==> config.mk <==
export PLATFORM = sky130hd
export DESIGN_NAME = traffic_light_sequencer
export DESIGN_NICKNAME = d
export VERILOG_FILES = /design/src/rtl/traffic_light_sequencer.sv
export SDC_FILE = /design/constraint.sdc
export NUM_CORES = 1
export LEC_CHECK = 0
export ABC_AREA = 0
export CAP_MARGIN = 10
export CORE_ASPECT_RATIO = 0.6
export CORE_MARGIN = 2
export CORE_UTILIZATION = 40
export DETAILED_ROUTE_END_ITERATION = 6
export SLEW_MARGIN = 20
export SYNTH_ARGS = -nofsm -noshare
export SYNTH_HDL_FRONTEND = slang
export SYNTH_SLANG_ARGS = --single-unit
==> constraint.sdc <==
create_clock -name clk -period 3.2 [get_ports clk]
set_input_delay 0.48 -clock clk [delete_from_list [all_inputs] [get_ports clk]]
set_output_delay 0.48 -clock clk [all_outputs]
set_load 0.03 [all_outputs]
==> src/rtl/traffic_light_sequencer.sv <==
// Two-road intersection light sequencer driven by the menu controller's durations and run state.
// Generates its own 1 s tick and exposes phase/seconds-left for the display path.
module traffic_light_sequencer #(
    parameter int TICKS_PER_SEC = 100_000_000
) (
    input  logic       clk,
    input  logic       reset,
    input  logic [7:0] green_duration,
    input  logic [7:0] yellow_duration,
    input  logic [7:0] red_holding,
    input  logic [1:0] sim_state,
    output logic [2:0] ns_light,
    output logic [2:0] ew_light,
    output logic [2:0] phase,
    output logic [7:0] seconds_left,
    output logic       sec_tick
);

    localparam int PW = (TICKS_PER_SEC > 1) ? $clog2(TICKS_PER_SEC) : 1;
    localparam logic [PW-1:0] PS_MAX = PW'(TICKS_PER_SEC - 1);

    localparam logic [2:0] IDLE      = 3'd0;
    localparam logic [2:0] NS_GREEN  = 3'd1;
    localparam logic [2:0] NS_YELLOW = 3'd2;
    localparam logic [2:0] ALL_RED_A = 3'd3;
    localparam logic [2:0] EW_GREEN  = 3'd4;
    localparam logic [2:0] EW_YELLOW = 3'd5;
    localparam logic [2:0] ALL_RED_B = 3'd6;
    localparam logic [2:0] ILLEGAL   = 3'd7;

    localparam logic [1:0] SIM_STOP = 2'd0;
    localparam logic [1:0] SIM_PLAY = 2'd1;

    localparam logic [2:0] LAMP_R = 3'b100;
    localparam logic [2:0] LAMP_Y = 3'b010;
    localparam logic [2:0] LAMP_G = 3'b001;

    logic [PW-1:0] prescaler;
    logic [PW-1:0] ps_nxt;
    logic [2:0]    phase_nxt;
    logic [7:0]    sl_nxt;
    logic          tick_nxt;

    // A zero duration still shows the phase for one full second.
    function automatic logic [7:0] eff(input logic [7:0] d);
        return (d == 8'd0) ? 8'd1 : d;
    endfunction

    function automatic logic [2:0] advance(input logic [2:0] ph);
        return (ph == ALL_RED_B) ? NS_GREEN : ph + 3'd1;
    endfunction

    function automatic logic [7:0] phase_duration(input logic [2:0] ph, input logic [7:0] g,
                                                  input logic [7:0] y, input logic [7:0] r);
        case (ph)
            NS_GREEN, EW_GREEN:   return g;
            NS_YELLOW, EW_YELLOW: return y;
            default:              return r;
        endcase
    endfunction

    function automatic logic [2:0] ns_lamp(input logic [2:0] ph);
        case (ph)
            NS_GREEN:  return LAMP_G;
            NS_YELLOW: return LAMP_Y;
            default:   return LAMP_R;
        endcase
    endfunction

    function automatic logic [2:0] ew_lamp(input logic [2:0] ph);
        case (ph)
            EW_GREEN:  return LAMP_G;
            EW_YELLOW: return LAMP_Y;
            default:   return LAMP_R;
        endcase
    endfunction

    always_comb begin
        phase_nxt = phase;
        sl_nxt    = seconds_left;
        ps_nxt    = prescaler;
        tick_nxt  = 1'b0;
        if (sim_state == SIM_STOP || phase == ILLEGAL) begin
            phase_nxt = IDLE;
            sl_nxt    = 8'd0;
            ps_nxt    = '0;
        end else if (sim_state == SIM_PLAY) begin
            if (phase == IDLE) begin
                phase_nxt = NS_GREEN;
                sl_nxt    = eff(green_duration);
                ps_nxt    = '0;
            end else if (prescaler == PS_MAX) begin
                ps_nxt   = '0;
                tick_nxt = 1'b1;
                if (seconds_left > 8'd1) begin
                    sl_nxt = seconds_left - 8'd1;
                end else begin
                    phase_nxt = advance(phase);
                    sl_nxt    = eff(phase_duration(phase_nxt, green_duration,
                                                   yellow_duration, red_holding));
                end
            end else begin
                ps_nxt = prescaler + 1'b1;
            end
        end
    end

    always_ff @(posedge clk) begin
        if (reset) begin
            phase        <= IDLE;
            seconds_left <= 8'd0;
            prescaler    <= '0;
            sec_tick     <= 1'b0;
        end else begin
            phase        <= phase_nxt;
            seconds_left <= sl_nxt;
            prescaler    <= ps_nxt;
            sec_tick     <= tick_nxt;
        end
    end

    // Lamps decode the next phase so they switch on the same edge as phase.
    always_ff @(posedge clk) begin
        if (reset) begin
            ns_light <= LAMP_R;
            ew_light <= LAMP_R;
        end else begin
            ns_light <= ns_lamp(phase_nxt);
            ew_light <= ew_lamp(phase_nxt);
        end
    end

endmodule

== Word-level counts from Yosys, hierarchy flattened ==
Cells that the tools add are included.
Storage, ports and cells
  flip-flop bits (word level): 45
  input bits: 28
  output and inout port bits: 18
  logic and storage cells: 56
Operators by class
  add/sub/neg operators: 3
  $lt $le $gt $ge: 1
  eq/ne operators: 12
  muxes and demuxes: 22
  bitwise gates (word level): 1
  reduce and logical (&&, ||, !) cells: 11
Operators by type and width (number)
  8-bit two-way mux: 10
  27-bit two-way mux: 2
  27-bit by 1-bit adder with 27-bit output, second input constant: 1
  27-bit equality test, second input constant: 1
  3-bit equality test, second input constant: 6
  3-bit two-way mux: 6
  8-bit zero test: 2
  8-bit one-hot mux with 2 select lines: 1
  3-bit one-hot mux with 2 select lines: 2
  8-bit by 1-bit > comparator with 1-bit output, second input constant: 1
  8-bit by 1-bit subtractor with 8-bit output, second input constant: 1
  3-bit by 1-bit equality test with 1-bit output, second input constant: 2
  3-bit by 2-bit equality test with 1-bit output, second input constant: 2
  2-bit OR reduction: 3
  4-bit OR reduction: 1
  3-bit by 1-bit adder with 3-bit output, second input constant: 1
  3-bit zero test: 1
  2-bit by 1-bit equality test with 1-bit output, second input constant: 1
  2-bit zero test: 1
  2-bit AND reduction: 1
  2-bit nonzero test: 1
  1-bit logical OR: 1
  1-bit two-way mux: 1
  1-bit NOT: 1

== Longest topological paths before layout ==
Gate-level depths: netlist of run 1.
  depth after elaboration: 15
  depth in mapped cells: 10

== Worst setup path after synthesis of run 1 ==
No wires, ideal clock.
  kind: reg2reg
  start: register phase[0]
  end: register seconds_left[4]
  setup time: 87 ps
  data arrival time: 2859 ps
  data required time: 3113 ps
  setup slack: 254 ps
  stages on the path, launching flop included: 10
  cells stage by stage: dfxtp_1 clkbuf_1 buf_2 and2_1 ha_1 o32ai_1 a222oi_1 a2111oi_0 nor2_1 o31ai_1
Between the ends
  word-level cells in the longest chain between the ends: 15
RTL lines
  from (decl): line 14  | output logic [2:0] phase,
  from (signal assigned): line 115  | phase <= phase_nxt;
  3-bit by 1-bit adder with 3-bit output or 3-bit equality test (tied branches): line 50  | return (ph == ALL_RED_B) ? NS_GREEN : ph + 3'd1;
  3-bit two-way mux: line 50
  3-bit by 2-bit equality test with 1-bit output, or another cell as far along: line 55  | case (ph)
  2-bit OR reduction: line 55
  8-bit one-hot mux with 2 select lines: line 55
  8-bit two-way mux: line 95  | if (seconds_left > 8'd1) begin
  8-bit two-way mux: line 92  | end else if (prescaler == PS_MAX) begin
  8-bit two-way mux: line 88  | if (phase == IDLE) begin
  8-bit two-way mux: line 87  | end else if (sim_state == SIM_PLAY) begin
  8-bit two-way mux: line 83  | if (sim_state == SIM_STOP || phase == ILLEGAL) begin
  8-bit zero test: line 46  | return (d == 8'd0) ? 8'd1 : d;
  8-bit two-way mux: line 46
  8-bit two-way mux: line 95
  8-bit two-way mux: line 92
  8-bit two-way mux: line 88
  to (signal assigned): line 116  | seconds_left <= sl_nxt;
  to (decl): line 15  | output logic [7:0] seconds_left,
Several ways; a longest one is shown, not always the timed one. The select of a mux whose other input is x is not followed.
A chain may end at the register's enable or synchronous reset.

== Worst setup path after layout of run 1 ==
  start: register phase[1]
  end: register seconds_left[4]
Same word-level chain as after synthesis.

==> results.toml, run 1 <==
[worst_hold_path]
hold_class = "reg2reg"
hold_start = "prescaler[24]"

[clock_tree]
ctsHoldBuffers = 0
cts_max_path_buffers = 2
h-tree-depth = 2
cts_tree = "done"
clock_sinks = 45
clk_latency_ps = 300
cts-resized-gates = 0
cts_buffers = 5
clkTransAtPathRegs_ps = 80
cts-root-buf = "clkbuf_8"
cts_setup_buffers = 0

[placed_design]
dp_hpwl_mm = 5.851
port_buffers = 45
pre_cts_slack_ps = 470.3
gp_congestion = 0.8717

[critical_path]
r2r_slack_ps = 500
worstPathRequired_ps = 3420
critical_path_class = "reg2reg"
worst_ep_arrival_time_ps = 2920
timing.rr.start = "phase[1]"
crit_start = "phase[1]"
worst-path-max-fanout = 13
endpoint_kind = "flop"
cp-start-kind = "flop"

[drt]
drtPass1Iterations = 5
drt-initial-drc-count = 231
via_per_inst = 5.916
wl_per_cell_um = 16.40
remaining_drc_errors = 0
drt_wl_total_mm = 7.578
vias = 2733
antenna_left = 0

[cells_and_area]
fin_nets = 410
area_growth_pct = 24.22
layout_common_cells = "dfxtp_1 (45), clkdlybuf4s50_1 (45), nor2_1 (44)"
drive_gt1_frac = 0.07937
diodes = 0
postLayoutCoreUtil = 0.5265
nFillCells = 584

[job]
maxCapViolCount = 0

[pwr]
peakVddDrop_mv = 0.1529
leakage_nw = 1.110
finalPower_mw = 1.188
powerDensity_nw_per_um2 = 359.4

[yosys]
async_reset_ff_frac = 0
ys_seq_area_frac = 0.3387
yosys_most_used_dff = "dfxtp_1"
yosys_warnings = 0
synth_area_um2 = 2660
ys_ff_latch = 45
synth_fp_nets = 362
synth_edf_count = 0
ys_types = 62
synthCells = 330
synth.avg_cell_area_um2 = 8.061

[outcome]
outcome = "finished clean"

[global_routing]
grt_pass1_wl_mm = 12.29
overflow = 0
antenna_found_initial = 0
first_global_vias = 2355
grt_max_degree = 23
grtUsageTotal = 0.2195

[timing]
grt_setup_unrepaired = "false"
worst_slew_pin_slew_ps = 624.2
min_period_ps = 2700
hold_viol = 0
maxSlewViolCount = 0
holdWs_ps = 492.1
finalWorstSetupSlack_ps = 500.0
skew_ps = 6.729
fin_crit_sh = 0.8437
max_freq_mhz = 370.4
setup_viol = 0
slew_headroom = 0.5814
finalSetupTns_ps = 0

[floorplan]
rows = 22
fp.dieH_um = 67.17
core_um2 = 6276
chipWidth_um = 109.3
dieArea_um2 = 7340
initial_core_util = 0.4238
ioPinCount = 46
## per-stage QoR
step	cell area (um^2)	instances
after floorplan	2660	330
after global placement	3218	455
after CTS	3304	462
final	3304	462
after global routing	3304	462
after detailed placement	3218	455
## worst max-delay path, stage by stage (launching register included)
cell       delay, ps
dfxtp_1          570
and2_1           190
ha_1             290
xnor2_1          170
nor2_1           380
a222oi_1         280
a2111oi_0        480
nor2_1            80
o31ai_1          190
## per-layer routing
| metal | vias up | routed length, um | global-route usage |
|---|---|---|---|
| met5 | - | 0 | 0 |
| met4 | 0 | 46 | 0.03956 |
| met3 | 8 | 722 | 0.05116 |
| met2 | 121 | 2636 | 0.2562 |
| met1 | 1269 | 4172 | 0.3790 |
| li1 | 1335 | - | - |
## report_power, final
| part | total [mW] | switching [mW] | internal, mW |
|---|---|---|---|
| registers | 0.581 | 0.0126 | 0.568 |
| clock network | 0.358 | 0.186 | 0.171 |
| logic | 0.249 | 0.144 | 0.105 |
| total | 1.19 | 0.343 | 0.844 |
## path summary, 6_finish.rpt
path                     end  cells past startpoint
max          seconds_left[4]                      8
max reg2reg  seconds_left[4]                      8
min            prescaler[24]                      2
min reg2reg    prescaler[24]                      2
## kinds of logic (layout without fill, tap and decap cells)
group,after synthesis,in the layout,share of synthesized area
buffers and inverters,20,68,0.03433
XOR/XNOR,21,21,0.06915
flip-flops,45,45,0.3387
multiplexers,3,3,0.01176
adder cells (fa/ha/maj),4,4,0.01882
AO/OA/AOI/OAI,72,72,0.2004
AND/OR/NAND/NOR,165,165,0.3269
## state kept, by name, indices dropped and copies added (netlist names)
signal / count
seconds_left: 8
phase: 3
sec_tick: 1
ew_light: 3
prescaler: 27
ns_light: 3
## synth_stat cells (3+ instances only)
cell type,number,area (um^2)
clkbuf_1,9,33.78
a21oi_1,15,75.07
ha_1,4,50.05
a31oi_1,4,25.02
o22ai_1,3,18.77
or4_1,3,22.52
xor2_1,13,113.9
nor4_1,6,37.54
and3_1,3,18.77
a221oi_1,6,52.55
or2_2,3,18.77
o21ai_0,9,45.04
dfxtp_1,45,900.9
and4_1,3,26.28
or3_1,7,43.79
inv_1,7,26.28
xnor2_1,8,70.07
nand3_1,15,75.07
nor3_1,22,110.1
nor2_1,44,165.2
o31ai_1,3,22.52
nand4_1,13,81.33
nand2_1,31,116.4
a22oi_1,5,37.54
## layout make-up
cell class	instances	area [um^2]	share of cell area
Multi-Input combinational cell	265	1668	0.5047
Sequential cell	45	900.9	0.2726
Inverter	7	26.28	0.007952
Tap cell	84	105.1	0.03181
Timing Repair Buffer	54	518.0	0.1568
Clock buffer	7	86.33	0.02613
Power figures use the tool's default switching activity.
==> run 2, diff against run 1 <==
==> constraint.sdc (replaced) <==
create_clock -name clk -period 2.6 [get_ports clk]
set_input_delay 0.39 -clock clk [delete_from_list [all_inputs] [get_ports clk]]
set_output_delay 0.39 -clock clk [all_outputs]
set_load 0.03 [all_outputs]
==> run 2 against run 1 <==
  * Global-route usage increased by 0.89 points
  * Largest power group unchanged
  * Worst setup slack got worse by 300 ps
  * Critical path type unchanged
  * Routed wire length increased by 1.1%
==> results.toml, run 2 (synthesis results as in run 1) <==
[worst_hold_path]
hold_start = "prescaler[24]"
hold_end = "prescaler[24]"
worstHoldPathCells = 2
hold_class = "reg2reg"

[critical_path]
r2r_slack_ps = 200
cpPeakStageDelay_ps = 630
crit_chain = "nand4bb_4, or4_4, o41a_1, a31o_2, or3_1"
path_delay_family = "simple AND/OR/NAND/NOR gates"
timing.rr.start = "prescaler[18]"
cp-start-kind = "flop"
critical_path_class = "reg2reg"
worst_ep_arrival_time_ps = 2590
worst-path-buf-inv = 0
worst-path-max-fanout = 6
ff2ff_path_depth = 5
worstPathRequired_ps = 2790
rr_endpoint = "ew_light[2]"
endpoint_kind = "flop"
slowest_stage = "or4_4"

[global_routing]
grt_max_degree = 17
grt_pass1_wl_mm = 12.77
antenna_found_initial = 0
overflow = 0
grtUsageTotal = 0.2283
first_global_vias = 2410

[timing]
holdWs_ps = 485.0
finalSetupTns_ps = 0
finalWorstSetupSlack_ps = 201.7
setup_viol = 0
maxSlewViolCount = 0
min_period_ps = 2398
slew_headroom = 0.5434
fin_crit_sh = 0.9224
grt_setup_unrepaired = "false"
hold_viol = 0
max_freq_mhz = 417.0
skew_ps = 2.354
worst_slew_pin_slew_ps = 684.9

[clock_tree]
cts_buffers = 5
cts-resized-gates = 0
clkTransAtPathRegs_ps = 90
cts_setup_buffers = 0
cts_tree = "done"
h-tree-depth = 2
clk_latency_ps = 300
clock_sinks = 45
cts-root-buf = "clkbuf_8"
cts_max_path_buffers = 2
ctsHoldBuffers = 0

[drt]
drt_wl_total_mm = 7.665
vias = 2749
wl_per_cell_um = 15.90
via_per_inst = 5.703
antenna_left = 0
drt-initial-drc-count = 186
drtPass1Iterations = 5
remaining_drc_errors = 0

[placed_design]
port_buffers = 45
dpl-instance-area_um2 = 3381
pre_cts_slack_ps = 31.73
dp_hpwl_mm = 6.025
gp_congestion = 0.9353

[cells_and_area]
fin_nets = 429
largestRegisters = "prescaler x27, seconds_left x8"
largest_register_ff_count = 27
layout_commonest_cell = "clkdlybuf4s50_1"
regMostFlops = "prescaler"
multiInputGateArea_um2 = 1690
area_growth_pct = 31.04
nFillCells = 582
drive_gt1_frac = 0.1382
layout.area.seq_um2 = 902.1
layout_common_cells = "clkdlybuf4s50_1 (45), dfxtp_1 (44), nor2_1 (43)"
fin_area_um2 = 3486
diodes = 0

[floorplan]
rows = 22
fp.dieH_um = 67.17
core_um2 = 6276
dieArea_um2 = 7340
ioPinCount = 46
chipWidth_um = 109.3
initial_core_util = 0.4238

[pwr]
peakVddDrop_mv = 0.2041
leakage_nw = 1.220
powerDensity_nw_per_um2 = 438.1

[job]
maxCapViolCount = 0

[outcome]
outcome = "finished clean"
[run 2: layer usage]
layer,vias up,global-route usage,part of all wire
li1,1374,-,-
met3,8,0.06950,0.091
met4,0,0.04272,0.0072
met5,-,0,0
met2,100,0.2748,0.35
met1,1267,0.3773,0.55
[run 2: area by class of cell]
class / count / share of cell area
Inverter: 7 / 0.007538
Timing Repair Buffer: 73 / 0.1895
Clock inverter: 1 / 0.001436
Multi-Input combinational cell: 265 / 0.4849
Sequential cell: 45 / 0.2588
Clock buffer: 7 / 0.02764
Tap cell: 84 / 0.03015
[run 2: worst max-delay path by stage]
stage | startpoint | slack (ps) | cells after the start | endpoint
after global routing | phase[0] | 20 | 8 | seconds_left[4]
after floorplan | phase[0] | 40 | 10 | seconds_left[4]
after CTS | phase[0] | 120 | 8 | seconds_left[4]
final | prescaler[18] | 200 | 5 | ew_light[2]
after global placement | sim_state[1] | 110 | 7 | prescaler[17]
after detailed placement | sim_state[1] | 30 | 7 | ew_light[1]
[run 2: where the power goes]
group	switching (mW)	total, mW	internal, mW
clock network	0.249	0.490	0.241
registers	0.0123	0.712	0.699
logic	0.184	0.326	0.142
total	0.445	1.53	1.08
[run 2: tightest hold or removal path: cells and delay by family, from the launching register on]
| family | cells | cell delay (ps) |
|---|---|---|
| flip-flops | 1 | 320 |
| AO/OA/AOI/OAI | 2 | 130 |
[run 2: through the flow]
step / total power [mW] / instances / util
global route: 1.591 / 482 / 0.5554
floorplan: 0.9010 / 330 / -
finish: 1.527 / 482 / 0.5554
CTS: 1.533 / 482 / 0.5548
global placement: 1.047 / 474 / 0.5387
detailed placement: 1.044 / 474 / 0.5387
==> run 3, diff against run 2 <==
--- a/config.mk
+++ b/config.mk
@@ -11,6 +11,7 @@
 export CORE_MARGIN = 2
 export CORE_UTILIZATION = 40
 export DETAILED_ROUTE_END_ITERATION = 6
+export GPL_ROUTABILITY_DRIVEN = 0
 export SLEW_MARGIN = 20
 export SYNTH_ARGS = -nofsm -noshare
 export SYNTH_HDL_FRONTEND = slang
==> run 3 against run 2 <==
  * Global-route usage increased by 0.17 points
  * Design area up 0.47%
  * Routed wire length increased by 3.1%
  * Worst hold slack better by 2.4 ps
  * Die area is the same
  * Utilization up 0.26 points
  * Fmax grew 0.23%
  * Via count fell by 0.40%
  * Sequential power hardly changed
  * Clock skew increased by 6.3 ps
  * Critical endpoint is now ns_light[0]
  * Largest power group unchanged
==> results.toml, run 3 (synthesis results as in run 1) <==
[global_routing]
grt_pass1_wl_mm = 12.93
first_global_vias = 2544
antenna_found_initial = 0
grt_max_degree = 17
overflow = 0
grtUsageTotal = 0.2301

[cells_and_area]
postLayoutCoreUtil = 0.5580
largest_register_ff_count = 27
layout_common_cells = "clkdlybuf4s50_1 (45), dfxtp_1 (44), nor2_1 (43)"
regMostFlops = "prescaler"
fin_nets = 427
layout_commonest_cell = "clkdlybuf4s50_1"
drive_gt1_frac = 0.1338
diodes = 0
nFillCells = 591
area_growth_pct = 31.66
largestRegisters = "prescaler x27, seconds_left x8"

[floorplan]
core_um2 = 6276
dieArea_um2 = 7340
chipWidth_um = 109.3
fp.dieH_um = 67.17
ioPinCount = 46
initial_core_util = 0.4238
rows = 22

[clock_tree]
h-tree-depth = 2
cts_tree = "done"
clkTransAtPathRegs_ps = 90
cts-root-buf = "clkbuf_8"
cts_setup_buffers = 0
cts_max_path_buffers = 2
clk_latency_ps = 310
cts_buffers = 5
clock_sinks = 45

[critical_path]
cp-start-kind = "flop"
critical_path_class = "reg2reg"
path_delay_family = "simple AND/OR/NAND/NOR gates"
endpoint_kind = "flop"
worstPathRequired_ps = 2820
slowest_stage = "or4_1"
worst_ep_arrival_time_ps = 2620
crit_chain = "ha_1, buf_4, nand4b_1, or4_1, nor4_1, mux2i_1, nand2_1, nor3_1"
cpPeakStageDelay_ps = 460
worst-path-max-fanout = 4
worst-path-buf-inv = 1

[drt]
drtPass1Iterations = 6
vias = 2738
remaining_drc_errors = 0
via_per_inst = 5.704
drt_wl_total_mm = 7.906
wl_per_cell_um = 16.47
drt-initial-drc-count = 203
antenna_left = 0

[pwr]
powerDensity_nw_per_um2 = 478.3
leakage_nw = 1.224
finalPower_mw = 1.675
peakVddDrop_mv = 0.3413

[timing]
fin_crit_sh = 0.9203
grt_setup_unrepaired = "false"
slew_headroom = 0.5147
maxSlewViolCount = 0
min_period_ps = 2393
finalWorstSetupSlack_ps = 207.2
holdWs_ps = 487.4
max_freq_mhz = 417.9
finalSetupTns_ps = 0
worst_slew_pin_slew_ps = 723.6
setup_viol = 0
skew_ps = 8.658
hold_viol = 0

[outcome]
outcome = "finished clean"

[placed_design]
port_buffers = 45
dp_hpwl_mm = 6.010
pre_cts_slack_ps = 10.83

[job]
maxCapViolCount = 0

[worst_hold_path]
hold_class = "reg2reg"
-- run 3: worst paths after layout --
| kind | startpoint | to | slack, ps | cells past startpoint |
|---|---|---|---|---|
| setup reg to reg | prescaler[0] | ns_light[0] | 210 | 8 |
| hold / removal | prescaler[24] | prescaler[24] | 490 | 2 |
| hold reg to reg | prescaler[24] | prescaler[24] | 490 | 2 |
| setup / recovery | prescaler[0] | ns_light[0] | 210 | 8 |
-- run 3: per-stage QoR --
step | std cells | instance area (um^2)
after floorplan | 330 | 2683
after global placement | 472 | 3366
after detailed placement | 472 | 3366
after CTS | 480 | 3500
after global routing | 480 | 3502
final | 480 | 3502
-- run 3: final cells by class --
cell class / instances / area, um^2 / share of cell area
multi-input cells: 265 / 1689 / 0.4823
clock buffers: 5 / 68.82 / 0.01965
well taps: 84 / 105.1 / 0.03001
clock inverters: 3 / 65.06 / 0.01858
repair buffers: 71 / 645.6 / 0.1844
inverters: 7 / 26.28 / 0.007503
flip-flops and latches: 45 / 902.1 / 0.2576
-- run 3: tightest hold or removal path: stages (launching register included) --
cell and delay, ps:
dfxtp_1 330, o21ai_0 70, a21oi_1 60
-- run 3: report_power, final --
part | leakage, nW | total [mW] | internal [mW] | switching (mW)
Combinational | 0.791 | 0.323 | 0.140 | 0.182
Sequential | 0.364 | 0.714 | 0.700 | 0.0144
Clock | 0.0681 | 0.638 | 0.382 | 0.256
Total | 1.22 | 1.67 | 1.22 | 0.453
-- run 3: what timing repair did --
action | in CTS | in global routing
resized for setup | 0 | 1
endpoints found under the setup margin | 0 | 1
hold buffers | 0 | 0
hold endpoints to repair | 0 | 0
-- run 3: per-layer routing --
layer | vias up | share of wire | global-route usage
li1 | 1368 | - | -
met1 | 1267 | 0.55 | 0.3743
met2 | 95 | 0.35 | 0.2849
met3 | 8 | 0.087 | 0.06371
met4 | 0 | 0.0086 | 0.05222
met5 | - | 0 | 0
